<file path="config.mk">
export PLATFORM = sky130hd
export DESIGN_NAME = uart_tx_frame
export DESIGN_NICKNAME = d
export VERILOG_FILES = /design/src/rtl/uart_tx_frame.sv
export SDC_FILE = /design/constraint.sdc
export NUM_CORES = 1
export LEC_CHECK = 0
export ABC_AREA = 0
export BUFFER_PORTS_ARGS = -buffer_cell sky130_fd_sc_hd__buf_4
export CORE_MARGIN = 2
export CORE_UTILIZATION = 45
export CTS_BUF_LIST = sky130_fd_sc_hd__clkbuf_16
export DETAILED_ROUTE_END_ITERATION = 12
export GPL_ROUTABILITY_DRIVEN = 0
export PLACE_DENSITY = 0.65
export SLEW_MARGIN = 20
export SYNTH_ARGS = -nofsm -noshare
export SYNTH_HDL_FRONTEND = slang
export SYNTH_SLANG_ARGS = --single-unit
</file>
<file path="constraint.sdc">
create_clock -name clock -period 1.6 [get_ports clock]
set_input_delay 0.08 -clock clock [delete_from_list [all_inputs] [get_ports clock]]
set_output_delay 0.08 -clock clock [all_outputs]
set_load 0.005 [all_outputs]
</file>
<file path="src/rtl/uart_tx_frame.sv">
// uart_tx_frame: parametrised UART transmitter with valid/ready input, parity and 1/2 stop bits.
// Define UART_TX_FIFO_EN to put a FIFO_DEPTH-entry input FIFO (and the level port) in front of the FSM.
module uart_tx_frame #(
    parameter int BAUD_RATE  = 9600,
    parameter int CLOCK_HZ   = 12_000_000,
    parameter int DATA_BITS  = 8,
    parameter int PARITY     = 0,
    parameter int STOP_BITS  = 1,
    parameter int FIFO_DEPTH = 4
) (
    input  logic                 clock,
    input  logic                 reset_n,
    input  logic                 valid,
    output logic                 ready,
    input  logic [DATA_BITS-1:0] data,
    output logic                 busy,
    output logic                 done,
    output logic                 pin
`ifdef UART_TX_FIFO_EN
    ,
    output logic [$clog2(FIFO_DEPTH):0] level
`endif
);

    localparam int CYCLES_PER_BIT = CLOCK_HZ / BAUD_RATE;
    localparam int CNT_W = $clog2(CYCLES_PER_BIT) + 1;
    localparam int IDX_W = $clog2(DATA_BITS) + 1;
    localparam logic [CNT_W-1:0] LAST_CYCLE = CNT_W'(CYCLES_PER_BIT - 1);
    localparam logic [IDX_W-1:0] LAST_DATA  = IDX_W'(DATA_BITS - 1);
    localparam logic [IDX_W-1:0] LAST_STOP  = IDX_W'(STOP_BITS - 1);

    generate
        if (CYCLES_PER_BIT < 2) begin : g_bad_rate
            $error("uart_tx_frame: CLOCK_HZ / BAUD_RATE must be at least 2");
        end
        if (DATA_BITS < 5 || DATA_BITS > 9) begin : g_bad_data_bits
            $error("uart_tx_frame: DATA_BITS must be 5..9");
        end
        if (PARITY < 0 || PARITY > 2) begin : g_bad_parity
            $error("uart_tx_frame: PARITY must be 0, 1 or 2");
        end
        if (STOP_BITS < 1 || STOP_BITS > 2) begin : g_bad_stop_bits
            $error("uart_tx_frame: STOP_BITS must be 1 or 2");
        end
`ifdef UART_TX_FIFO_EN
        if (FIFO_DEPTH < 2 || (FIFO_DEPTH & (FIFO_DEPTH - 1)) != 0) begin : g_bad_fifo_depth
            $error("uart_tx_frame: FIFO_DEPTH must be a power of two >= 2");
        end
`endif
    endgenerate

    typedef enum logic [2:0] {
        S_IDLE,
        S_START,
        S_DATA,
        S_PARITY,
        S_STOP
    } state_t;

    state_t               state;
    logic [CNT_W-1:0]     cycle_cnt;
    logic [IDX_W-1:0]     bit_idx;
    logic [DATA_BITS-1:0] shift_reg;
    logic                 parity_bit;
    logic                 busy_fsm;
    logic                 start_frame;
    logic [DATA_BITS-1:0] next_word;

`ifdef UART_TX_FIFO_EN
    localparam int ADDR_W = $clog2(FIFO_DEPTH);

    logic [DATA_BITS-1:0] fifo_mem [FIFO_DEPTH];
    logic [ADDR_W-1:0]    wr_ptr;
    logic [ADDR_W-1:0]    rd_ptr;
    logic                 push;
    logic                 pop;

    // The FSM drains the FIFO whenever it is idle; the head word starts the next frame.
    assign ready       = (level != (ADDR_W + 1)'(FIFO_DEPTH));
    assign push        = valid & ready;
    assign pop         = (state == S_IDLE) && (level != '0);
    assign start_frame = pop;
    assign next_word   = fifo_mem[rd_ptr];
    assign busy        = busy_fsm | (level != '0);

    always_ff @(posedge clock or negedge reset_n) begin
        if (!reset_n) begin
            wr_ptr <= '0;
            rd_ptr <= '0;
            level  <= '0;
        end else begin
            if (push) wr_ptr <= wr_ptr + 1'b1;
            if (pop)  rd_ptr <= rd_ptr + 1'b1;
            if (push && !pop)      level <= level + 1'b1;
            else if (pop && !push) level <= level - 1'b1;
        end
    end

    always_ff @(posedge clock) begin
        if (push) fifo_mem[wr_ptr] <= data;
    end
`else
    assign ready       = (state == S_IDLE);
    assign start_frame = valid & ready;
    assign next_word   = data;
    assign busy        = busy_fsm;
`endif

    // pin is registered from the current state, so it trails the state by one clock.
    always_ff @(posedge clock or negedge reset_n) begin
        if (!reset_n) begin
            state      <= S_IDLE;
            cycle_cnt  <= '0;
            bit_idx    <= '0;
            shift_reg  <= '0;
            parity_bit <= 1'b0;
            busy_fsm   <= 1'b0;
            done       <= 1'b0;
            pin        <= 1'b1;
        end else begin
            done <= 1'b0;
            case (state)
                S_IDLE: begin
                    pin <= 1'b1;
                    if (start_frame) begin
                        shift_reg  <= next_word;
                        parity_bit <= (^next_word) ^ (PARITY == 2);
                        cycle_cnt  <= '0;
                        bit_idx    <= '0;
                        busy_fsm   <= 1'b1;
                        state      <= S_START;
                    end
                end
                S_START: begin
                    pin <= 1'b0;
                    if (cycle_cnt == LAST_CYCLE) begin
                        cycle_cnt <= '0;
                        bit_idx   <= '0;
                        state     <= S_DATA;
                    end else begin
                        cycle_cnt <= cycle_cnt + 1'b1;
                    end
                end
                S_DATA: begin
                    pin <= shift_reg[0];
                    if (cycle_cnt == LAST_CYCLE) begin
                        cycle_cnt <= '0;
                        shift_reg <= shift_reg >> 1;
                        if (bit_idx == LAST_DATA) begin
                            bit_idx <= '0;
                            state   <= (PARITY != 0) ? S_PARITY : S_STOP;
                        end else begin
                            bit_idx <= bit_idx + 1'b1;
                        end
                    end else begin
                        cycle_cnt <= cycle_cnt + 1'b1;
                    end
                end
                S_PARITY: begin
                    pin <= parity_bit;
                    if (cycle_cnt == LAST_CYCLE) begin
                        cycle_cnt <= '0;
                        bit_idx   <= '0;
                        state     <= S_STOP;
                    end else begin
                        cycle_cnt <= cycle_cnt + 1'b1;
                    end
                end
                S_STOP: begin
                    pin <= 1'b1;
                    if (cycle_cnt == LAST_CYCLE) begin
                        cycle_cnt <= '0;
                        if (bit_idx == LAST_STOP) begin
                            bit_idx  <= '0;
                            busy_fsm <= 1'b0;
                            done     <= 1'b1;
                            state    <= S_IDLE;
                        end else begin
                            bit_idx <= bit_idx + 1'b1;
                        end
                    end else begin
                        cycle_cnt <= cycle_cnt + 1'b1;
                    end
                end
                default: begin
                    pin   <= 1'b1;
                    state <= S_IDLE;
                end
            endcase
        end
    end

endmodule

</file>
Yosys cells after proc, flatten, opt, wreduce, memory -nomap -nowiden
Cells that the tools add are included.

Flip-flop bits (word level): 31.

$add $sub $neg: 2. Equality and inequality tests: 14. Multiplexer cells: 29. Bitwise operators: 1. Reductions and logical operators: 15.

Operator list (count): $mux W12 (2); $mux W4 (6); $pmux W12 S2 (1); $mux W3 (7); $mux W8 (2); $pmux W4 S4 (1); $pmux W8 S2 (1); $pmux W3 S5 (1); $add A12 B1 Y12 const B (1); $eq A12 B11 Y1 const B (1); $ne A2 B2 Y1 const B (6); $reduce_xor A8 Y1 (1); $reduce_and A7 Y1 (1); $eq A3 B2 Y1 const B (2); $mux W1 (6); $reduce_bool A2 Y1 (3); $reduce_and A5 Y1 (1); $add A4 B1 Y4 const B (1); $eq A4 B3 Y1 const B (1); $logic_not A4 Y1 (1); $ne A2 B1 Y1 const B (2); $reduce_and A2 Y1 (2); $reduce_and A4 Y1 (1); $reduce_bool A4 Y1 (1); other kinds (9) (9).

Logic depth before layout (Yosys ltp)
Gate-level depths: netlist of the first run.

Depth after elaboration: 4. Depth in mapped cells: 7. Depth with buffers taken out: 6.

Least setup slack after synthesis of the first run
Ideal clock, no wire load.

Path kind: reg-to-reg. Start: register cycle_cnt[1]. End: register shift_reg[0]. Library setup time: 125 ps. Arrival: 1670 ps. Data required time: 1475 ps. Slack: -195 ps. Cell stages (with the launch flop): 7. Buffers on the path: 0. Period minus slack after synthesis: 1795 ps. Path through: dfrtp_1 -> inv_1 -> ha_1 -> nor3b_1 -> nand3_1 -> o21ai_4 -> mux2_2.

Cells in the longest elaborated chain, start to end: 3.

Ends and longest elaborated chain: start, declared (line 61) `logic [CNT_W-1:0] cycle_cnt;`; start signal, assigned (line 141) `cycle_cnt <= cycle_cnt + 1'b1;`; start signal, assigned (line 156) `cycle_cnt <= cycle_cnt + 1'b1;`; start signal, assigned (line 166) `cycle_cnt <= cycle_cnt + 1'b1;`; $eq A12 B11 Y1 (line 146) `if (cycle_cnt == LAST_CYCLE) begin`; $ne A2 B2 Y1 (no source line); $reduce_and A3 Y1 (no source line); end signal, assigned (line 126) `shift_reg <= next_word;`; end signal, assigned (line 148) `shift_reg <= shift_reg >> 1;`; end, declared (line 63) `logic [DATA_BITS-1:0] shift_reg;`.

No other way between the ends. A chain may end at the register's enable or synchronous reset.

Worst setup path after layout of the first run
Start: register state[2]. End: register cycle_cnt[11].

Cells in the longest elaborated chain, start to end: 4. Elaborated cells between the ends (all ways): 11. Those cells by class: eq/ne (5); mux (1); bitwise (1); reduce/logical (4).

Ends and longest elaborated chain: start, declared (line 60) `state_t state;`; start signal, assigned (line 151) `state <= (PARITY != 0) ? S_PARITY : S_STOP;`; $eq A3 B3 Y1 (tied with other cells) (line 122) `case (state)`; $reduce_or A4 Y1 (no source line) / $and A1 B1 Y1 (equally long branches); $reduce_bool A2 Y1 (no source line) / $ne A2 B1 Y1 (equally long branches); $reduce_and A2 Y1 (no source line).

Parallel ways exist; a longest one is shown, timed or not.

==> results of run 1 <==
layout by cell type, fill, tap and decap left out, types with 3 or more instances in the layout:
cell type,synthesis,layout
mux2_4,0,8
nand4_1,4,4
nor4_4,1,3
dfrtp_2,0,3
clkbuf_16,0,5
nand2_1,39,37
nand3_1,9,7
buf_4,1,64
and3_1,3,3
nor3b_1,4,3
nor2_1,9,8
buf_6,3,12
o21ai_1,0,4
inv_1,8,6
dfrtp_1,30,27
xnor2_1,10,10
a31oi_1,7,4
final timing paths:
path,from,end,slack [ps],depth (start not counted)
max,state[2],cycle_cnt[11],-190,7
min,data[7],shift_reg[7],70,3
max reg2reg,state[2],cycle_cnt[11],-190,7
min reg2reg,busy,busy,490,2
max in group asynchronous,reset_n,pin,990,2
min in group asynchronous,reset_n,done,290,2
power by group:
| group | total, uW | internal (uW) | switching (uW) |
|---|---|---|---|
| sequential | 946 | 876 | 70.8 |
| combinational | 620 | 278 | 342 |
| clock | 1060 | 725 | 338 |
| total | 2630 | 1880 | 751 |
routing by layer:
layer  part of all wire, %  routed length [um]
met1                    43                2693
met3                   6.9                 438
met5                     0                   0
met2                    46                2887
met4                   4.9                 311
worst min-delay path, stage by stage:
cell     delay, ps
buf_4          120
nand2_1         50
o21ai_1         50
cell type report:
cell class                 count  share of cell area, %
sequential                    31                  26.59
clock inverter                 3                  1.321
clock buffer                   5                  4.261
tap                           50                  2.130
timing repair buffer          78                  21.99
multi-input combinational    152                  42.69
inverter                       8                  1.023
kinds of logic after synthesis:
group / count (synthesis) / synth area share (%)
simple gates: 93 / 26.78
compound gates: 34 / 12.99
xor+xnor: 10 / 4.710
buf+inv: 15 / 4.509
fa+ha+maj: 4 / 2.692
flops: 31 / 41.79
mux: 11 / 6.528
per-stage QoR:
step	hold slack (ps)	total power, uW	cell area [um^2]	setup slack [ps]
2_1_floorplan	-215.6	1205	1879	-77.80
3_3_place_gp	42.30	1451	2327	-86.88
3_5_place_dp	41.94	1461	2327	-148.8
4_1_cts	64.84	2552	2823	-93.70
5_1_grt	97.92	2725	2937	-247.6
6_report	66.05	2629	2937	-192.4
timing repair:
| action | in CTS | in global routing |
|---|---|---|
| setup endpoints to repair | 20 | 29 |
| gates cloned | 1 | 0 |
| hold endpoints to repair | 30 | 0 |
| buffers inserted | 16 | 3 |
| pin swaps | 10 | 5 |
| resized for setup | 42 | 25 |
| hold buffers | 1 | 0 |
==> impl_metrics.tcl, run 1 <==
set metrics [dict create \
    yosysUniqueCellTypes 48 \
    tightest_slew_ps 641.9 \
    async_reset_ff_share_pct 100.0 \
    cp_top_family "flip-flops" \
    antenna_cells 0 \
    area_growth_pct 57.94 \
    slowest_delay_ps 480 \
    syn-cell-area_um2 1859 \
    cp.arrival_ps 1910 \
    yosysTopAreaCell "dfrtp_1" \
    fin_ws_ps -192.4 \
    wl_per_cell_um 19.36 \
    grt_antenna_before_repair 0 \
    multi_input_area_um2 1254 \
    tns_ps -2558 \
    hpwl_um 3143 \
    start_util_pct 46.48 \
    ant_nets 0 \
    synth.avg_cell_area_um2 9.390 \
    vias_per_cell 5.982 \
    fp-row-count 23 \
    globalRouteOverflowTotal 0 \
    grt_pass1_wl_um 9094 \
    clk_path_buf_depth 2 \
    ir_worst_vdd_mv 0.6260 \
    vias 1956 \
    period_share_pct 112.0 \
    crit_type "reg2reg" \
    cts_root_buf "clkbuf_16" \
    holdCritPathClass "in2reg" \
    fillers 258 \
    drt-pass1-iter-count 5 \
    yosysSeqAreaShare_pct 41.79 \
    die_x_um 68.28 \
    drt-initial-drc-count 225 \
    worst-endpoint-required_ps 1720 \
    totalWireLength_um 6330 \
    timing.final.crit_period_ps 1792 \
    rsz0062_at_grt "true" \
    fin_nets 291 \
    die_h_um 68.28 \
    core_um2 4000 \
    stdcell_count 327 \
    crit_path_top_delay_cell "dfrtp_2" \
    dieArea_um2 4662 \
    grt_busiest_layer "met2" \
    cap_violations 0 \
    startpoint_type "flip-flop" \
    worstPathCellList "nor3_4 -> buf_6 -> buf_4 -> nor2_2 -> buf_4 -> a31oi_1 -> a31oi_1" \
    violations "setup timing" \
    powerDensity_nw_per_um2 895.4 \
    ys_top_cells_by_count "nand2_1 (39), dfrtp_1 (30), xnor2_1 (10)" \
    drc 0 \
    clock_latency_ps 270 \
    numCtsBuffers 5 \
    utilization_pct 73.41 \
    io_pins 15 \
    hold_viol_final 0 \
    netlist.area_leader.share_pct 40.38 \
    grt_max_degree 32 \
    synth_edf_count 0 \
    layout-drive-gt1-share_pct 49.82 \
    max_freq_ghz 0.5579 \
    grt_usage_pct 26.81 \
    ys_warn_count 0 \
    synth_seq_cells 31 \
    netlist_top_cells_area "dfrtp_1 (40%), nand2_1 (7.9%), mux2_2 (4.8%)" \
    yosys.cell_count.top_type "nand2_1" \
    grt_pass1_vias 1908 \
    synth-main-ff-cell "dfrtp_1" \
    relSlewSlack_pct 57.05 \
    cts_tree "built" \
    clkTransAtPathRegs_ps 50 \
    largest_reg_flops 12 \
    fin_skew_ps 3.839 \
    p_leak_uw 0.001264 \
    path_max_fanout 8 \
    status "complete, but fails checks" \
    clock-sinks 31 \
    drv_slew 0 \
    dp.cells 300 \
    synth_cells 198 \
    portBuffers 14 \
    use_met1_pct 33.03 \
    setup_viol 26 \
    critPathBufInv 3 \
    syn-num-nets 213 \
    cts_max_level 2 \
    regArea_um2 780.7 \
    end_kind "flip-flop" \
    grt_use_met3_pct 6.086 \
    use_met2_pct 44.54 \
]
Note: power is estimated with default switching activity, not from simulation.
==> run 2: changes to the inputs <==
Settings changed: HOLD_SLACK_MARGIN from default to 0.15.
==> run 2 against run 1 <==
Against the previous run: the run still ends with setup timing left; combinational power about the same; first-iteration DRC count down 6.7%; via count down 0.97%; maximum frequency down 2.2%; final cell count up 0.61%; global-route usage down 0.069 points; largest power group unchanged.
==> impl_metrics.tcl, run 2 (synthesized netlist as in run 1, its figures left out) <==
set metrics [dict create \
    die_h_um 68.28 \
    ff2ff_setup_slack_ps -230 \
    timing.final.crit_period_ps 1832 \
    holdCritPathClass "in2reg" \
    cp_top_family "simple AND/OR/NAND/NOR gates" \
    totalWireLength_um 6311 \
    ir_worst_vdd_mv 0.6230 \
    drv_slew 0 \
    grt_max_degree 32 \
    grt_usage_pct 26.74 \
    fp-row-count 23 \
    tightest_slew_ps 691.7 \
    rsz0062_at_grt "true" \
    core_um2 4000 \
    path_max_fanout 3 \
    end_kind "flip-flop" \
    cts_max_level 2 \
    vias_per_cell 5.888 \
    drc 0 \
    max_freq_ghz 0.5457 \
    cap_violations 0 \
    grt_pass1_vias 1918 \
    switching_share_pct 28.81 \
    wl_per_cell_um 19.18 \
    hold_end "shift_reg[4]" \
    hold_start "data[4]" \
    clk_path_buf_depth 2 \
    dp.cells 300 \
    status "complete, but fails checks" \
    r2r-end "state[2]" \
    cp.arrival_ps 1980 \
    slowest_delay_ps 400 \
    io_pins 15 \
    crit-reg2reg-launch "cycle_cnt[1]" \
    p_leak_uw 0.001272 \
    start_util_pct 46.48 \
    p_int_uw 1882 \
    dp_slack_ps -148.8 \
    postPlaceCellArea_um2 2327 \
    critPathBufInv 2 \
    final_common_cell "buf_4" \
    switchingPower_uw 761.6 \
    clkTransAtPathRegs_ps 50 \
    hold_viol_final 0 \
    fin_nets 293 \
    worstPathCellList "inv_2 -> ha_4 -> nor3b_4 -> buf_6 -> nand3_2 -> o2bb2ai_2 -> mux2_1" \
    clock-sinks 31 \
    hpwl_um 3143 \
    die_x_um 68.28 \
    fin_ws_ps -232.4 \
    cts_tree "built" \
    relSlewSlack_pct 53.71 \
    antenna_cells 0 \
    worst-endpoint-required_ps 1750 \
    utilization_pct 73.91 \
    area_growth_pct 59.02 \
    stdcell_count 329 \
    postLayoutCellArea_um2 2957 \
    grt_pass1_wl_um 9087 \
    numCtsBuffers 5 \
    layout_common_cells "buf_4 (64), nand2_1 (37), dfrtp_1 (27), buf_6 (12), xnor2_1 (10)" \
    powerDensity_nw_per_um2 894.2 \
    portBuffers 14 \
    p_seq_share_pct 35.9 \
    clock_latency_ps 280 \
    ant_nets 0 \
    cts_root_buf "clkbuf_16" \
    fin_skew_ps 4.834 \
    hold_depth 4 \
    crit_type "reg2reg" \
    layout-drive-gt1-share_pct 49.46 \
    globalRouteOverflowTotal 0 \
    ff2ff_path_depth 7 \
    grt_antenna_before_repair 0 \
    vias 1937 \
    largest_reg_flops 12 \
    drt-pass1-iter-count 5 \
    fillers 260 \
    startpoint_type "flip-flop" \
    dieArea_um2 4662 \
    crit_path_top_delay_cell "dfrtp_1" \
    violations "setup timing" \
    crit_cells 7 \
    p_clk_share_pct 40.6 \
    comb_power_share_pct 23.5 \
    setup_viol 27 \
    period_share_pct 114.5 \
    drt-initial-drc-count 210 \
]
[run 2: cell count changes in the layout (fill, tap and decap cells not counted)]
cell           change
dlygate4sd3_1      +2
[run 2: through the flow]
| step | setup TNS [ps] | hold slack [ps] | power [uW] |
|---|---|---|---|
| 4_1_cts | -1405 | 150.7 | 2556 |
| 3_5_place_dp | -1334 | 41.94 | 1461 |
| 2_1_floorplan | -608.4 | -215.6 | 1205 |
| 6_report | -3400 | 146.8 | 2644 |
| 3_3_place_gp | -819.3 | 42.30 | 1451 |
| 5_1_grt | -4668 | 157.0 | 2738 |
[run 2: tightest hold or removal path, cell delays in order]
cell     delay (ps)
buf_4            90
nand2_1          40
nand2_1          60
mux2_4          130
[run 2: final cells by class]
| cell class | count | area, um^2 | share of cell area (%) |
|---|---|---|---|
| clock buffers | 5 | 125.1 | 4.232 |
| clock inverters | 3 | 38.79 | 1.312 |
| inverters | 8 | 30.03 | 1.016 |
| multi-input cells | 152 | 1254 | 42.40 |
| flip-flops and latches | 31 | 780.7 | 26.41 |
| well taps | 50 | 62.56 | 2.116 |
| repair buffers | 80 | 665.6 | 22.51 |
[run 2: metal layers]
metal / wire length [um] / track usage (%) / share of wire, % / vias up
li1: - / - / - / 877
met1: 2641 / 32.92 / 42 / 923
met2: 3003 / 44.42 / 48 / 108
met3: 480 / 6.086 / 7.6 / 29
met4: 185 / 12.00 / 2.9 / 0
met5: 0 / 0 / 0 / -
[run 2: worst max path at each step]
stage / from / to / slack, ps
6_report: cycle_cnt[1] / state[2] / -230
5_1_grt: state[0] / bit_idx[0] / -260
4_1_cts: cycle_cnt[1] / shift_reg[5] / -90
3_5_place_dp: state[2] / bit_idx[2] / -150
3_3_place_gp: cycle_cnt[1] / shift_reg[5] / -90
2_1_floorplan: state[1] / state[2] / -80
[run 2: power groups by stage]
stage               Combinational (uW)  Clock [uW]  Sequential (uW)
CTS                                552        1060              944
global route                       673        1110              956
finish                             620        1070              949
floorplan                          227           0              978
detailed placement                 512           0              949
global placement                   505           0              947
[run 2: what timing repair did]
| action | 4_1_cts | 5_1_grt |
|---|---|---|
| pin swaps | 10 | 5 |
| gates resized for setup | 42 | 25 |
| hold buffers | 3 | 0 |
| buffers inserted | 16 | 3 |
| hold endpoints to repair | 33 | 0 |
| cloned | 1 | 0 |
| setup endpoints to repair | 20 | 29 |
==> run 3: changes to the inputs <==
Settings changed: BUFFER_PORTS_ARGS -buffer_cell sky130_fd_sc_hd__buf_4 to default, DONT_BUFFER_PORTS from default to 1, PLACE_DENSITY 0.65 to 0.67, SKIP_LAST_GASP from default to 1.
==> run 3 against run 2 <==
Against the previous run: the flow still finishes with violations (setup timing); final cell count is 5.8% lower; core utilization fell by 6.2 points; clock skew down 0.62 ps; critical path depth stayed put; largest cell class unchanged; largest power group is now registers; highest routed layer unchanged.
==> impl_metrics.tcl, run 3 (synthesized netlist as in run 1, its figures left out) <==
set metrics [dict create \
    area_growth_pct 45.76 \
    holdCritPathClass "in2async" \
    setup.worst_path.end "shift_reg[4]" \
    timing.final.crit_period_ps 1759 \
    postLayoutCellArea_um2 2710 \
    core_um2 4000 \
    max_freq_ghz 0.5687 \
    crit_start "cycle_cnt[1]" \
    cts_root_buf "clkbuf_16" \
    drt-pass1-iter-count 4 \
    drc 0 \
    powerDensity_nw_per_um2 905.4 \
    postPlaceCellArea_um2 2222 \
    fillers 259 \
    die_x_um 68.28 \
    crit_path_top_delay_cell "dfrtp_1" \
    ant_nets 0 \
    cp_top_family "simple AND/OR/NAND/NOR gates" \
    fin_ws_ps -158.5 \
    grt_max_degree 32 \
    cts_tree "built" \
    globalRouteOverflowTotal 0 \
    worst-endpoint-required_ps 1760 \
    dp.cells 286 \
    crit_type "reg2reg" \
    clkTransAtPathRegs_ps 50 \
    rsz0062_at_grt "true" \
    dp_slack_ps -126.4 \
    hold_ws_ps 256.4 \
    start_util_pct 46.48 \
    grt_pass1_wl_um 7734 \
    cp.arrival_ps 1920 \
    cts_max_level 2 \
    drt-initial-drc-count 144 \
    vias_per_cell 5.658 \
    period_share_pct 109.9 \
    worstPathCellList "inv_2 -> ha_4 -> nor3b_4 -> nand3_2 -> o21ai_4 -> buf_12 -> mux2_4" \
    largest_reg_flops 12 \
    wl_per_cell_um 17.18 \
    tightest_slew_ps 360.2 \
    p_leak_uw 0.001160 \
    path_max_fanout 7 \
    crit_cells 7 \
    layout-drive-gt1-share_pct 39.62 \
    die_h_um 68.28 \
    crit-reg2reg-launch "cycle_cnt[1]" \
    portBuffers 0 \
    vias 1754 \
    fp-row-count 23 \
    clock_latency_ps 280 \
    slowest_delay_ps 380 \
    antenna_cells 0 \
    totalWireLength_um 5327 \
    fin_nets 274 \
    hpwl_um 3039 \
    end_kind "flip-flop" \
    grt_pass1_vias 1586 \
    setup_viol 20 \
    ir_worst_vdd_mv 0.8096 \
    numCtsBuffers 5 \
    critPathBufInv 2 \
    clock-sinks 31 \
    cap_violations 0 \
    grt_antenna_before_repair 0 \
    drv_slew 0 \
    ff2ff_path_depth 7 \
    status "complete, but fails checks" \
    layout_common_cells "buf_4 (46), nand2_1 (37), dfrtp_1 (28), xnor2_1 (10), dlygate4sd3_1 (10)" \
    io_pins 15 \
    final_common_cell "buf_4" \
    dieArea_um2 4662 \
    violations "setup timing" \
    r2r-end "shift_reg[4]" \
    startpoint_type "flip-flop" \
    clk_path_buf_depth 2 \
    stdcell_count 310 \
    grt_usage_pct 23.21 \
    fin_skew_ps 4.213 \
    ff2ff_setup_slack_ps -160 \
    hold_viol_final 0 \
    relSlewSlack_pct 75.91 \
]
-- run 3: changes by cell type in the layout (fill, tap and decap cells not counted), sizes merged --
cell / change
bufinv: -1
buf: -26
dlygate4sd3: +7
clkinv: +1
-- run 3: worst reg2reg max path: stages, from the launching register on --
cell and delay [ps]:
dfrtp_1 380, inv_2 80, ha_4 120, nor3b_4 260, nand3_2 160, o21ai_4 190
buf_12 160, mux2_4 300
-- run 3: power breakdown --
group / switching (uW) / internal, uW / leakage, uW
logic: 300 / 270 / 0.000743
registers: 89.0 / 876 / 0.000343
clock network: 352 / 567 / 0.0000733
total: 741 / 1710 / 0.00116
-- run 3: layout make-up --
cell class | instances | area (um^2) | share of cell area [%]
multi-input combinational | 152 | 1179 | 43.49
clock inverter | 3 | 15.01 | 0.5540
tap | 50 | 62.56 | 2.308
clock buffer | 5 | 125.1 | 4.617
timing repair buffer | 61 | 519.2 | 19.16
inverter | 8 | 30.03 | 1.108
sequential | 31 | 779.5 | 28.76
-- run 3: timing repair --
action / 4_1_cts / 5_1_grt
resized for setup: 16 / 23
pin swaps: 5 / 2
setup endpoints to repair: 16 / 28
cloned: 0 / 1
buffers inserted: 3 / 1
hold buffers: 11 / 0
hold endpoints to repair: 42 / 0
-- run 3: per-layer routing --
layer | share of wire, % | track usage [%] | up-vias
li1 | - | - | 833
met1 | 44 | 32.74 | 858
met2 | 49 | 34.34 | 51
met3 | 5.4 | 5.263 | 12
met4 | 1.8 | 9.250 | 0
met5 | 0 | 0 | -
-- run 3: stage by stage --
stage          power [uW]  util [%]  TNS, ps
2_1_floorplan        1205         -   -608.4
3_3_place_gp         1405     55.55   -801.7
3_5_place_dp         1414     55.55    -1045
4_1_cts              2402     64.65    -1590
5_1_grt              2555     67.75    -3670
6_report             2454     67.75    -1699
-- run 3: worst min-delay path by stage --
stage | end | slack [ps] | depth (start not counted)
floorplan | bit_idx[0] | -220 | 0
finish | done | 260 | 2
global route | done | 290 | 2
CTS | parity_bit | 240 | 4
global placement | cycle_cnt[10] | -210 | 0
detailed placement | cycle_cnt[10] | -210 | 0
